--- src/rtl/avalon_io_ctrl.sv ---
// ---------------------------------------------------------------------------
// avalon_io_ctrl
//   Avalon-MM I/O controller for the Nios II system bus. It drives LED_W
//   board LEDs with global PWM dimming. It samples IN_W switch/button inputs
//   through a two-flop synchroniser and a per-channel debouncer, and it
//   latches debounced rising edges into a write-1-to-clear register that
//   feeds a maskable level interrupt.
//
//   Register map (word address):
//     0 DATA_OUT  RW  LED_W bits
//     1 DATA_IN   RO  debounced inputs
//     2 EDGE_CAP  R/W1C
//     3 IRQ_MASK  RW  IN_W bits
//     4 PWM_DUTY  RW  PWM_W bits (shadow; active at the next counter wrap)
//     5..7        read 0, writes ignored
//
// Ports:
//   clk, reset_n          system clock, asynchronous active-low reset
//   avs_address/read/write/writedata   Avalon-MM slave request
//   avs_readdata          read data, fixed latency 1, held between reads
//   irq                   level interrupt = |(EDGE_CAP & IRQ_MASK)
//   sw_in                 raw asynchronous switch/button inputs
//   led_out               registered LED drive
// ---------------------------------------------------------------------------
module avalon_io_ctrl #(
    parameter int LED_W        = 8,
    parameter int IN_W         = 2,
    parameter int DEBOUNCE_CYC = 16,
    parameter int PWM_W        = 8
) (
    input  logic             clk,
    input  logic             reset_n,
    input  logic [2:0]       avs_address,
    input  logic             avs_read,
    input  logic             avs_write,
    input  logic [31:0]      avs_writedata,
    output logic [31:0]      avs_readdata,
    output logic             irq,
    input  logic [IN_W-1:0]  sw_in,
    output logic [LED_W-1:0] led_out
);

    // Counter only ever needs to hold 0..DEBOUNCE_CYC-1.
    localparam int CNT_W = (DEBOUNCE_CYC > 1) ? $clog2(DEBOUNCE_CYC) : 1;
    localparam logic [CNT_W-1:0] CNT_LAST = CNT_W'(DEBOUNCE_CYC - 1);
    localparam logic [PWM_W-1:0] PWM_MAX  = '1;

    // State
    logic [LED_W-1:0]            r_data_out;
    logic [IN_W-1:0]             r_mask;
    logic [IN_W-1:0]             r_edge;
    logic [IN_W-1:0]             r_sync1;
    logic [IN_W-1:0]             r_sync2;
    logic [IN_W-1:0]             r_deb;
    logic [IN_W-1:0][CNT_W-1:0]  r_cnt;
    logic [PWM_W-1:0]            r_pwm_cnt;
    logic [PWM_W-1:0]            r_duty_sh;
    logic [PWM_W-1:0]            r_duty_act;
    logic [LED_W-1:0]            r_led;
    logic [31:0]                 r_readdata;

    // Next-state / decode
    logic [IN_W-1:0]             w_deb_nxt;
    logic [IN_W-1:0][CNT_W-1:0]  w_cnt_nxt;
    logic [IN_W-1:0]             w_rise;
    logic [IN_W-1:0]             w_edge_clr;
    logic                        w_wr_dout;
    logic                        w_wr_edge;
    logic                        w_wr_mask;
    logic                        w_wr_duty;
    logic                        w_wrap;
    logic                        w_pwm_on;
    logic [31:0]                 w_rdata;

    // Per-channel debouncer: count consecutive cycles of disagreement between
    // the synchronised and debounced value; accept on the DEBOUNCE_CYC-th.
    for (genvar g = 0; g < IN_W; g++) begin : g_deb
        logic w_mis;
        logic w_hit;
        assign w_mis        = r_sync2[g] ^ r_deb[g];
        assign w_hit        = w_mis && (r_cnt[g] == CNT_LAST);
        assign w_cnt_nxt[g] = (w_mis && !w_hit) ? r_cnt[g] + CNT_W'(1) : '0;
        assign w_deb_nxt[g] = w_hit ? r_sync2[g] : r_deb[g];
    end

    // Edge is flagged on the same clock edge the debounced bit rises.
    assign w_rise = w_deb_nxt & ~r_deb;

    assign w_wr_dout  = avs_write && (avs_address == 3'd0);
    assign w_wr_edge  = avs_write && (avs_address == 3'd2);
    assign w_wr_mask  = avs_write && (avs_address == 3'd3);
    assign w_wr_duty  = avs_write && (avs_address == 3'd4);
    assign w_edge_clr = w_wr_edge ? avs_writedata[IN_W-1:0] : '0;

    assign w_wrap   = (r_pwm_cnt == PWM_MAX);
    // All-ones duty is fully on; otherwise the last counter value would be dark.
    assign w_pwm_on = (r_duty_act == PWM_MAX) || (r_pwm_cnt < r_duty_act);

    always_comb begin
        w_rdata = '0;
        case (avs_address)
            3'd0:    w_rdata[LED_W-1:0] = r_data_out;
            3'd1:    w_rdata[IN_W-1:0]  = r_deb;
            3'd2:    w_rdata[IN_W-1:0]  = r_edge;
            3'd3:    w_rdata[IN_W-1:0]  = r_mask;
            3'd4:    w_rdata[PWM_W-1:0] = r_duty_sh;
            default: w_rdata = '0;
        endcase
    end

    always_ff @(posedge clk or negedge reset_n) begin
        if (!reset_n) begin
            r_data_out <= '0;
            r_mask     <= '0;
            r_edge     <= '0;
            r_sync1    <= '0;
            r_sync2    <= '0;
            r_deb      <= '0;
            r_cnt      <= '0;
            r_pwm_cnt  <= '0;
            r_duty_sh  <= PWM_MAX;
            r_duty_act <= PWM_MAX;
            r_led      <= '0;
            r_readdata <= '0;
        end else begin
            r_sync1 <= sw_in;
            r_sync2 <= r_sync1;
            r_deb   <= w_deb_nxt;
            r_cnt   <= w_cnt_nxt;

            // Set wins over a coincident W1C clear.
            r_edge <= (r_edge & ~w_edge_clr) | w_rise;

            if (w_wr_dout) r_data_out <= avs_writedata[LED_W-1:0];
            if (w_wr_mask) r_mask     <= avs_writedata[IN_W-1:0];
            if (w_wr_duty) r_duty_sh  <= avs_writedata[PWM_W-1:0];

            // Active duty changes only as the counter rolls to 0, so every
            // PWM period runs entirely at one duty. A duty write landing on
            // the wrap edge itself waits for the following wrap.
            if (w_wrap) r_duty_act <= r_duty_sh;
            r_pwm_cnt <= r_pwm_cnt + PWM_W'(1);

            r_led <= r_data_out & {LED_W{w_pwm_on}};

            // Muxed from pre-write state, so read/write collisions return the old value.
            if (avs_read) r_readdata <= w_rdata;
        end
    end

    assign avs_readdata = r_readdata;
    assign led_out      = r_led;
    assign irq          = |(r_edge & r_mask);

endmodule

--- config.mk ---
export PLATFORM = sky130hd
export DESIGN_NAME = avalon_io_ctrl
export DESIGN_NICKNAME = d
export VERILOG_FILES = /design/src/rtl/avalon_io_ctrl.sv
export SDC_FILE = /design/constraint.sdc
export NUM_CORES = 1
export LEC_CHECK = 0
export BUFFER_PORTS_ARGS = -buffer_cell sky130_fd_sc_hd__buf_4
export CAP_MARGIN = 10
export CORE_MARGIN = 2
export CORE_UTILIZATION = 52
export DETAILED_ROUTE_END_ITERATION = 8
export GPL_ROUTABILITY_DRIVEN = 0
export GPL_TIMING_DRIVEN = 0
export PLACE_DENSITY = 0.88
export SLEW_MARGIN = 20
export SYNTH_ARGS = -nofsm -noshare
export SYNTH_HDL_FRONTEND = slang
export SYNTH_SLANG_ARGS = --single-unit
--- constraint.sdc ---
create_clock -name clk -period 2.1 [get_ports clk]
set_input_delay 0.21 -clock clk [delete_from_list [all_inputs] [get_ports clk]]
set_output_delay 0.21 -clock clk [all_outputs]
set_load 0.01 [all_outputs]
Yosys cells after proc, flatten, opt, wreduce, memory -nomap -nowiden:

Index checks and enable logic that the tools add are counted.

* magnitude comparators: 1
* multiplexer cells: 7
* equality and inequality tests: 8
* reductions and logical operators: 13
* add/subtract/negate cells: 3
* bitwise operators: 9

Operators by type and width (count)
* $eq A8 B8 Y1 const B: 2
* $pmux W6 S2: 1
* $pmux W2 S5: 1
* $add A4 B1 Y4 const B: 2
* $add A8 B1 Y8 const B: 1
* $and A8 B8 Y8: 1
* $eq A4 B4 Y1 const B: 2
* $logic_and A1 B1 Y1: 8
* $lt A8 B8 Y1: 1
* $mux W4: 2
* $and A2 B2 Y2: 3
* $eq A3 B2 Y1 const B: 2
* $not A2 Y2: 2
* $eq A3 B1 Y1 const B: 1
* $eq A3 B3 Y1 const B: 1
* $logic_not A3 Y1: 1
* $logic_not A1 Y1: 2
* $mux W1: 2
* $mux W2: 1
* $or A2 B2 Y2: 1
* $reduce_or A2 Y1: 1
* $xor A1 B1 Y1: 2
* $logic_or A1 B1 Y1: 1

* input bits: 41
* word-level logic and storage cells: 54
* bits in registers: 66
* output and inout port bits: 41

Longest topological paths before layout:

Gate-level depths: netlist (run 1).

* depth in word-level cells: 6
* gate-level depth with buffers: 6
* gate-level depth less buffers: 5

Least setup slack after synthesis (run 1):

No wires, ideal clock.

* path type: reg-to-reg
* start point: reg r_duty_act[7]
* end point: reg r_led[0], in the netlist led_out[0]
* buffers on the path: 0
* setup slack: 0.447 ns
* data required time: 1.954 ns
* arrival: 1.507 ns
* clock period less this slack: 1.653 ns
* cell stages (with the launch flop): 6
* library setup time: 0.146 ns
* path through: dfstp_2 > inv_1 > ha_1 > nand4_1 > a2111oi_4 > nor3b_1

* cells in the longest elaborated chain, start to end: 3
* elaborated cells on any way between the ends: 4
* classes of those cells: order compare: 1; eq/ne: 1; bitwise: 1; reduce/logical: 1

Ends and longest elaborated chain
* start, declared: RTL line 58 `logic [PWM_W-1:0] r_duty_act;`
* start signal, assigned: RTL line 141 `if (w_wrap) r_duty_act <= r_duty_sh;`
* $lt A8 B8 Y1 / $eq A8 B8 Y1 (equally long branches): RTL line 97 `assign w_pwm_on = (r_duty_act == PWM_MAX) || (r_pwm_cnt < r_duty_act);`
* $logic_or A1 B1 Y1 (*): RTL line 97
* $and A8 B8 Y8 (*): RTL line 144 `r_led <= r_data_out & {LED_W{w_pwm_on}};`
* end signal, assigned: RTL line 144
* end, declared: RTL line 59 `logic [LED_W-1:0] r_led;`

Mark *: on every way between the ends. The rest lies on a longest branch, timed or not.
A chain may end at the register's enable or synchronous reset.

Worst setup path in the final report (run 1):

* start point: reg r_duty_act[2]
* end point: reg r_led[7], in the netlist led_out[7]

The elaborated chain is that of the path after synthesis.

==> results of run 1 <==
## flip-flops by register name, summed over array words and instances, names as in the netlist, 8 cells and up
signal	cells
avs_readdata	8
r_data_out	8
r_duty_sh	8
r_pwm_cnt	8
r_cnt	8
r_duty_act	8
led_out	8
## power groups by stage
stage          Sequential, mW  Combinational [mW]  Clock [mW]
2_1_floorplan            1.50               0.230           0
3_3_place_gp             1.51               0.336           0
3_5_place_dp             1.52               0.348           0
4_1_cts                  1.50               0.355        1.02
5_1_grt                  1.51               0.394        1.06
6_report                 1.50               0.353        1.00
## critical path: cells and delay by family (launching register included)
| kind | cells | cell delay [ns] |
|---|---|---|
| DFF | 1 | 0.55 |
| AOI/OAI and AO/OA | 2 | 0.79 |
| adders and majority gates | 1 | 0.27 |
| buffers and inverters | 1 | 0.05 |
| and+or+nand+nor | 1 | 0.14 |
## kinds of logic after synthesis
kind of cell / synth area share
simple gates: 0.1005
compound gates: 0.05999
flops: 0.5415
buf+inv: 0.09404
fa+ha+maj: 0.04054
mux: 0.1281
other cells: 0.001215
xor+xnor: 0.03405
## routing by layer
layer  vias to the layer above  GRT usage  wire [um]  part of all wire
met2                        46     0.3041       2871              0.50
met1                      1005     0.2563       2517              0.44
li1                        962          -          -                 -
met4                         0    0.08644        113             0.020
met5                         -          0          0                 0
met3                        12    0.05444        264             0.046
## area by class of cell
| class | instances | area [sq um] |
|---|---|---|
| Fill cell | 461 | 2101 |
| Sequential cell | 66 | 1672 |
| Multi-Input combinational cell | 162 | 1217 |
| Timing Repair Buffer | 34 | 262.8 |
| Buffer | 31 | 219.0 |
| Clock buffer | 13 | 138.9 |
| Tap cell | 75 | 93.84 |
| Inverter | 19 | 71.32 |
| Clock inverter | 3 | 40.04 |
## worst max-delay path by stage
| stage | slack [ns] | to | startpoint |
|---|---|---|---|
| after detailed placement | -0.04 | led_out[7] | r_duty_act[7] |
| after CTS | 0.07 | led_out[7] | r_duty_act[7] |
| final | 0.14 | led_out[7] | r_duty_act[2] |
| after floorplan | 0.45 | led_out[0] | r_duty_act[7] |
| after global placement | 0.07 | led_out[7] | r_duty_act[7] |
| after global routing | 0.03 | led_out[7] | r_duty_act[7] |
## metrics by stage
step           hold slack, ns  std cells
5_1_grt                0.1066        403
4_1_cts               0.09688        403
6_report               0.1124        403
2_1_floorplan        -0.08559        278
3_5_place_dp           0.3212        384
3_3_place_gp           0.3197        384
## Yosys cell counts, types with 5 or more instances
master and instances:
ha_1 10, mux2_1 10, nor3b_1 8, dfstp_2 16, nor2_1 14, buf_4 26, mux2_2 18, xor2_1 5
xnor2_1 7, a21oi_1 6, nand2_1 7, o22ai_1 6, nand4_1 5, mux2i_1 8, inv_1 19, o21ai_0 5
dfrtp_1 50, nand3_1 10
## timing repair
item | in CTS | in global routing
hold buffers | 3 | 0
setup endpoints to repair | 8 | 8
cloned | 0 | 0
pin swaps | 0 | 1
resized for setup | 1 | 0
hold endpoints to repair | 52 | 0
==> impl_metrics.toml, run 1 <==
[run_status]
status = "finished clean"

[hold_path]
holdCritPathClass = "input pin to register"
whs_endpoint = "r_data_out[6]"
hp-start = "avs_writedata[6]"
min_path_cells = 2

[sta]
fmax_ghz = 0.5103
slew_headroom = 0.4686
setup_viol = 0
period_share = 0.9331
setup_ws_ns = 0.1405
rsz0062_at_grt = "no"
skew_ns = 0.009824
finalMaxSlewViolations = 0
fin_crit_ns = 1.960
worst_pin_slew_ns = 0.7971
hold_viol_final = 0
fin_tns_setup_ns = 0

[worst_setup_path]
critPathLaunchType = "register"
crit_fanout = 8
worst_ep_arrival_time_ns = 2.15
r2r_slack_ns = 0.14
critPathKind = "register to register"
end_kind = "register"
path_cells = "inv_1 > ha_1 > o21ai_1 > a2111oi_4 > nor3b_1"
crit_slowest_cell = "a2111oi_4"
r2r_start = "r_duty_act[2]"
cp.required_ns = 2.29
slowest_delay_ns = 0.70
rr_worst_depth = 5
reg2reg_to = "led_out[7]"

[yosys]
synth-main-ff-cell = "dfrtp_1"
syn_inst = 255
yosys-top-cells-area = "dfrtp_1 41%, dfstp_2 14%, mux2_2 6.6%"
synth_edf_count = 0
ys_seq_area_frac = 0.5415
synth_area_sq_um = 3087
avgSynthCellArea_sq_um = 12.10
yosysUniqueCellTypes = 32
ys_warn_count = 0
async_flop_share = 1.000
synth_top_area_share = 0.4054
synth_top_area_cell = "dfrtp_1"
synth-seq-cells = 66

[power]
fin_total_pwr_mw = 2.851
p_int_mw = 2.153
p_per_area_nw_per_um2 = 767.3
p_sw_uw = 698.0
leakagePower_nw = 1.779
seq_power_share = 0.525
swShare = 0.2449
peakVddDrop_uv = 599.0
pwr-share-clk = 0.351
comb_power_share = 0.124

[grt]
antenna_found_initial = 0
grt_pass1_wl_um = 9597
grt_pass1_vias = 1982
grt-ovfl-total = 0
grt.total_usage = 0.1953
grt_max_degree = 67

[detailed_routing]
drt_iter0_markers = 102
drc = 0
drt_wl_total_um = 5766
wl_per_cell_um = 14.31
vias = 2025
vias_per_cell = 5.025
ant_nets = 0
drtPass1Iterations = 4

[final_layout]
finalInstanceArea_sq_um = 3715
synthToLayoutAreaGrowth_pct = 20.35
nets = 374
final_cell_mix = "57 x buf_4, 50 x dfrtp_1, 24 x conb_1"
layout_commonest_cell = "buf_4"
layout-drive-gt1-share = 0.3415
num_antenna_cells = 0
post-route-util = 0.6388

[floorplanning]
die_y_um = 81.05
die_w_um = 81.05
floorplan.rows = 28
die_area_sq_um = 6568
core_sq_um = 5816
ioPinCount = 82
start_util = 0.5308

[run]
drv_cap = 0

[placement]
dpl.hpwl_um = 3913
dp_slack_ns = -0.03889
port_buffers = 31
postPlaceCellArea_sq_um = 3500

[cts]
path_clk_slew_ns = 0.07
cts_setup_buffers = 0
clock_sink_count = 66
numCtsBuffers = 9
cts-root-buf = "clkbuf_8"
clock_latency_ns = 0.34
cts_tree = "built"
cts_buffer_depth = 2
htreeDepth = 3
No activity file was read; power rests on OpenSTA's default activity.
==> inputs of run 2 (changes only) <==
ABC_AREA = 1   (was unset)
CORE_UTILIZATION = 53   (was 52)
PLACE_DENSITY = 0.89   (was 0.88)
==> run 2 against run 1 <==
Sequential power hardly changed. Sequential share of layout area is 2.1 points lower. Clock skew hardly changed. Via count is 15% higher. Largest cell class unchanged. Largest power group unchanged.
==> impl_metrics.toml, run 2 <==
[run_status]
status = "finished clean"

[yosys]
avgSynthCellArea_sq_um = 9.628
yosysUniqueCellTypes = 29
synth_compound_area_frac = 0.1040
synth_top_area_share = 0.3926
synth-seq-cells = 66
ys_seq_area_frac = 0.5245
synth.area.mux_share = 0
async_flop_share = 1.000
synth-simple-area-share = 0.1779
yosys-top-cells-area = "dfrtp_1 39%, dfstp_2 13%, nand2_1 8.7%"
synth_area_sq_um = 3187
synth_adder_area_share = 0.03926
syn_inst = 331
yosys.cell_count.top_type = "nand2_1"
synth-main-ff-cell = "dfrtp_1"
synth-xor-area-share = 0.03298
synth_top_family_by_area = "simple AND/OR/NAND/NOR gates"
synth_top_area_cell = "dfrtp_1"
synth_common_cells = "74 x nand2_1, 50 x dfrtp_1, 40 x inv_1"
synth_edf_count = 0
ys_warn_count = 0

[placement]
dp_slack_ns = 0.3169
port_buffers = 33
dpl.hpwl_um = 4267
placed_cells = 462

[grt]
grt_max_degree = 67
antenna_found_initial = 0
grt_pass1_wl_um = 9618
grt.total_usage = 0.1941
grt_pass1_vias = 2185
grt-ovfl-total = 0

[detailed_routing]
vias = 2319
drtPass1Iterations = 5
drc = 0
vias_per_cell = 4.821
drt_wl_total_um = 5934
ant_nets = 0
drt_iter0_markers = 102
wl_per_cell_um = 12.34

[final_layout]
synthToLayoutAreaGrowth_pct = 22.26
fin_cells = 481
layout_commonest_cell = "nand2_1"
final_cell_mix = "74 x nand2_1, 57 x buf_4, 50 x dfrtp_1"
nets = 452
layout-drive-gt1-share = 0.3227
num_antenna_cells = 0

[cts]
clock_sink_count = 66
cts_setup_buffers = 0
htreeDepth = 3
clock_latency_ns = 0.35
numCtsBuffers = 9
cts_buffer_depth = 2
path_clk_slew_ns = 0.07
postCtsResizedCells = 0
cts_hold_buf = 3
cts-root-buf = "clkbuf_8"
cts_tree = "built"

[floorplanning]
start_util = 0.5447
core_sq_um = 5851
die_w_um = 81.54
ioPinCount = 82
die_y_um = 81.54
die_area_sq_um = 6649
floorplan.rows = 28

[power]
leakagePower_nw = 1.954
p_per_area_nw_per_um2 = 811.6
peakVddDrop_uv = 639.4

[sta]
skew_ns = 0.009929
slew_headroom = 0.4742
fin_crit_ns = 1.835
hold_viol_final = 0
fin_tns_setup_ns = 0
fmax_ghz = 0.5450
worst_pin_slew_ns = 0.7887
finalMaxSlewViolations = 0
period_share = 0.8738
rsz0062_at_grt = "no"
setup_ws_ns = 0.2650
setup_viol = 0

[run]
drv_cap = 0

[worst_setup_path]
crit_fanout = 8
end_kind = "register"
critPathLaunchType = "register"
critPathKind = "register to register"
worst_ep_arrival_time_ns = 2.08
cp.required_ns = 2.35

[hold_path]
holdCritPathClass = "input pin to register"
[run 2: changes by cell type in the layout (fill, tap and decap cells not counted), sizes merged, moves of 7 or more]
cell   before  now
inv        19   44
mux2       28    0
mux2i       8    0
nand2       7   81
nor2       14   21
nor3b       8    1
o21ai       6   31
[run 2: cell type report]
type | instances | area [sq um]
plain buffers | 28 | 217.7
clock buffers | 10 | 137.6
clock inverters | 6 | 113.9
fillers | 432 | 1954
inverters | 44 | 165.2
multi-input cells | 216 | 1219
flip-flops and latches | 66 | 1672
well taps | 75 | 93.84
repair buffers | 36 | 277.8
[run 2: cells by family (layout without fill, tap and decap cells)]
kind of cell,Yosys count,after routing
AND/OR/NAND/NOR,122,122
buffers and inverters,72,124
AO/OA/AOI/OAI,48,48
XOR/XNOR,12,12
flip-flops,66,66
other,1,24
adder cells (fa/ha/maj),10,10
[run 2: per-layer routing]
| metal | share of wire | wire, um | track usage |
|---|---|---|---|
| met1 | 0.41 | 2415 | 0.2306 |
| met2 | 0.52 | 3115 | 0.3262 |
| met3 | 0.041 | 245 | 0.04286 |
| met4 | 0.027 | 158 | 0.1085 |
| met5 | 0 | 0 | 0 |
[run 2: worst paths after layout]
path,startpoint,slack (ns),depth (start not counted),to
max in group asynchronous,reset_n,1.09,2,r_sync1[1]
worst min-delay path,avs_writedata[6],0.1,3,r_duty_sh[6]
worst max-delay path,r_duty_act[5],0.27,7,led_out[1]
worst max register to register,r_duty_act[5],0.27,7,led_out[1]
worst min register to register,r_sync1[1],0.35,0,r_sync2[1]
min in group asynchronous,reset_n,0.49,2,led_out[5]
[run 2: where the power goes]
group / leakage (nW) / internal, mW / switching, mW
registers: 0.809 / 1.39 / 0.0806
logic: 1.03 / 0.159 / 0.206
clock network: 0.119 / 0.822 / 0.500
[run 2: through the flow]
stage                       util  instance area (sq um)  total power [mW]  hold slack (ns)
after global placement    0.6178                   3615             1.835           0.3205
after detailed placement  0.6178                   3615             1.853           0.3203
after global routing      0.6660                   3896             3.294           0.1237
after CTS                 0.6660                   3896             3.182          0.09350
after floorplan                -                   3273             1.712         -0.08559
final                     0.6660                   3896             3.162          0.09646
[run 2: worst max-delay path: stages (launching register included)]
cell and delay [ns]:
dfstp_2 0.54, inv_1 0.05, ha_1 0.29, a21oi_1 0.16, nor2_1 0.05, nor3_1 0.12
nand2_1 0.23, a21oi_1 0.29
==> inputs of run 3 (changes only) <==
clock period = 1.7 ns   (was 2.1 ns; I/O delays follow)
==> run 3 against run 2 <==
Sequential share of layout area down 0.56 points. Global-route usage up 0.33 points. Clock power up 23%. Combinational power up 25%. Maximum frequency up 10%. Cell count unchanged. Sequential power up 24%. Critical endpoint unchanged. Largest cell class unchanged.
==> impl_metrics.toml, run 3 (synthesized netlist as in run 2, its figures left out) <==
[worst_setup_path]
crit_slowest_cell = "dfstp_2"
reg2reg_to = "led_out[1]"
cp.required_ns = 1.97
crit_fanout = 8
r2r_start = "r_duty_act[7]"
path_buf_inv = 2
slowest_delay_ns = 0.53
rr_worst_depth = 7
critPathKind = "register to register"
crit_path_frequent_cell = "inv_1"
worst_ep_arrival_time_ns = 1.93
end_kind = "register"
crit_family = "flip-flops"
r2r_slack_ns = 0.04
path_cells = "inv_1 > ha_1 > nand2_1 > inv_1 > nor3_2 > nand2_4 > a21oi_4"
critPathLaunchType = "register"

[grt]
grt_pass1_wl_um = 9770
grt_max_degree = 67
grt-ovfl-total = 0
grt.total_usage = 0.1974
antenna_found_initial = 0
grt_pass1_vias = 2214

[power]
fin_total_pwr_mw = 3.910
leakagePower_nw = 1.962
peakVddDrop_uv = 795.2
p_per_area_nw_per_um2 = 990.4

[run_status]
status = "finished clean"

[cts]
cts_tree = "built"
clock_latency_ns = 0.35
cts-root-buf = "clkbuf_8"
cts_setup_buffers = 0
clock_sink_count = 66
cts_buffer_depth = 2
numCtsBuffers = 9
path_clk_slew_ns = 0.07
htreeDepth = 3

[hold_path]
min_path_cells = 3
whs_endpoint = "r_duty_sh[6]"
hp-start = "avs_writedata[6]"
holdCritPathClass = "input pin to register"

[placement]
dp_slack_ns = -0.08315
placed_cells = 462
port_buffers = 33
postPlaceCellArea_sq_um = 3615
dpl.hpwl_um = 4267

[final_layout]
layout-drive-gt1-share = 0.3424
finalInstanceArea_sq_um = 3948
final_cell_mix = "73 x nand2_1, 57 x buf_4, 50 x dfrtp_1"
nets = 452
num_antenna_cells = 0
post-route-util = 0.6747
fin_cells = 481
layout_commonest_cell = "nand2_1"
synthToLayoutAreaGrowth_pct = 23.87

[sta]
setup_viol = 0
slew_headroom = 0.4764
fmax_ghz = 0.6012
fin_tns_setup_ns = 0
fin_crit_ns = 1.663
period_share = 0.9785
setup_ws_ns = 0.03659
worst_pin_slew_ns = 0.7854
skew_ns = 0.009062
whs_ns = 0.05861
hold_viol_final = 0
finalMaxSlewViolations = 0

[detailed_routing]
drt_wl_total_um = 6035
vias_per_cell = 4.807
wl_per_cell_um = 12.55
drc = 0
drt_iter0_markers = 113
drtPass1Iterations = 4
ant_nets = 0
vias = 2312

[floorplanning]
ioPinCount = 82
die_w_um = 81.54
floorplan.rows = 28
start_util = 0.5447
die_y_um = 81.54
core_sq_um = 5851
die_area_sq_um = 6649

[run]
drv_cap = 0
run 3: worst register-to-register path, cell delays in order (launching register included):
cell and delay (ns):
dfstp_2 0.53, inv_1 0.05, ha_1 0.29, nand2_1 0.08
inv_1 0.05, nor3_2 0.24, nand2_4 0.15, a21oi_4 0.19
run 3: worst max-delay path by stage:
stage	startpoint	to	cells past startpoint
after floorplan	r_duty_act[5]	led_out[0]	7
after global placement	r_duty_act[5]	led_out[6]	7
after detailed placement	r_duty_act[5]	led_out[1]	7
after CTS	r_duty_act[7]	led_out[1]	7
after global routing	r_duty_act[3]	led_out[1]	9
final	r_duty_act[7]	led_out[1]	7
run 3: area by class of cell:
type	count	area [sq um]
buffer	28	217.7
clock buffer	10	137.6
clock inverter	6	113.9
fill	419	1903
inverter	44	165.2
multi-input combinational	216	1270
sequential	66	1672
tap	75	93.84
timing repair buffer	36	277.8
run 3: layer usage:
layer	vias up	wire length (um)	track usage	part of all wire
met5	-	0	0	0
met4	0	179	0.1136	0.030
met3	15	219	0.04615	0.036
met2	49	3217	0.3352	0.53
met1	1102	2418	0.2284	0.40
li1	1146	-	-	-
run 3: repair_timing:
action	CTS	global route
pin swaps	4	2
hold buffers	3	0
gates resized for setup	7	3
endpoints found under the hold margin	52	0
cloned	0	0
endpoints found under the setup margin	6	5
run 3: power breakdown:
part	internal [mW]	switching (mW)	total [mW]
Clock	1.02	0.615	1.63
Combinational	0.197	0.260	0.457
Sequential	1.72	0.0998	1.82
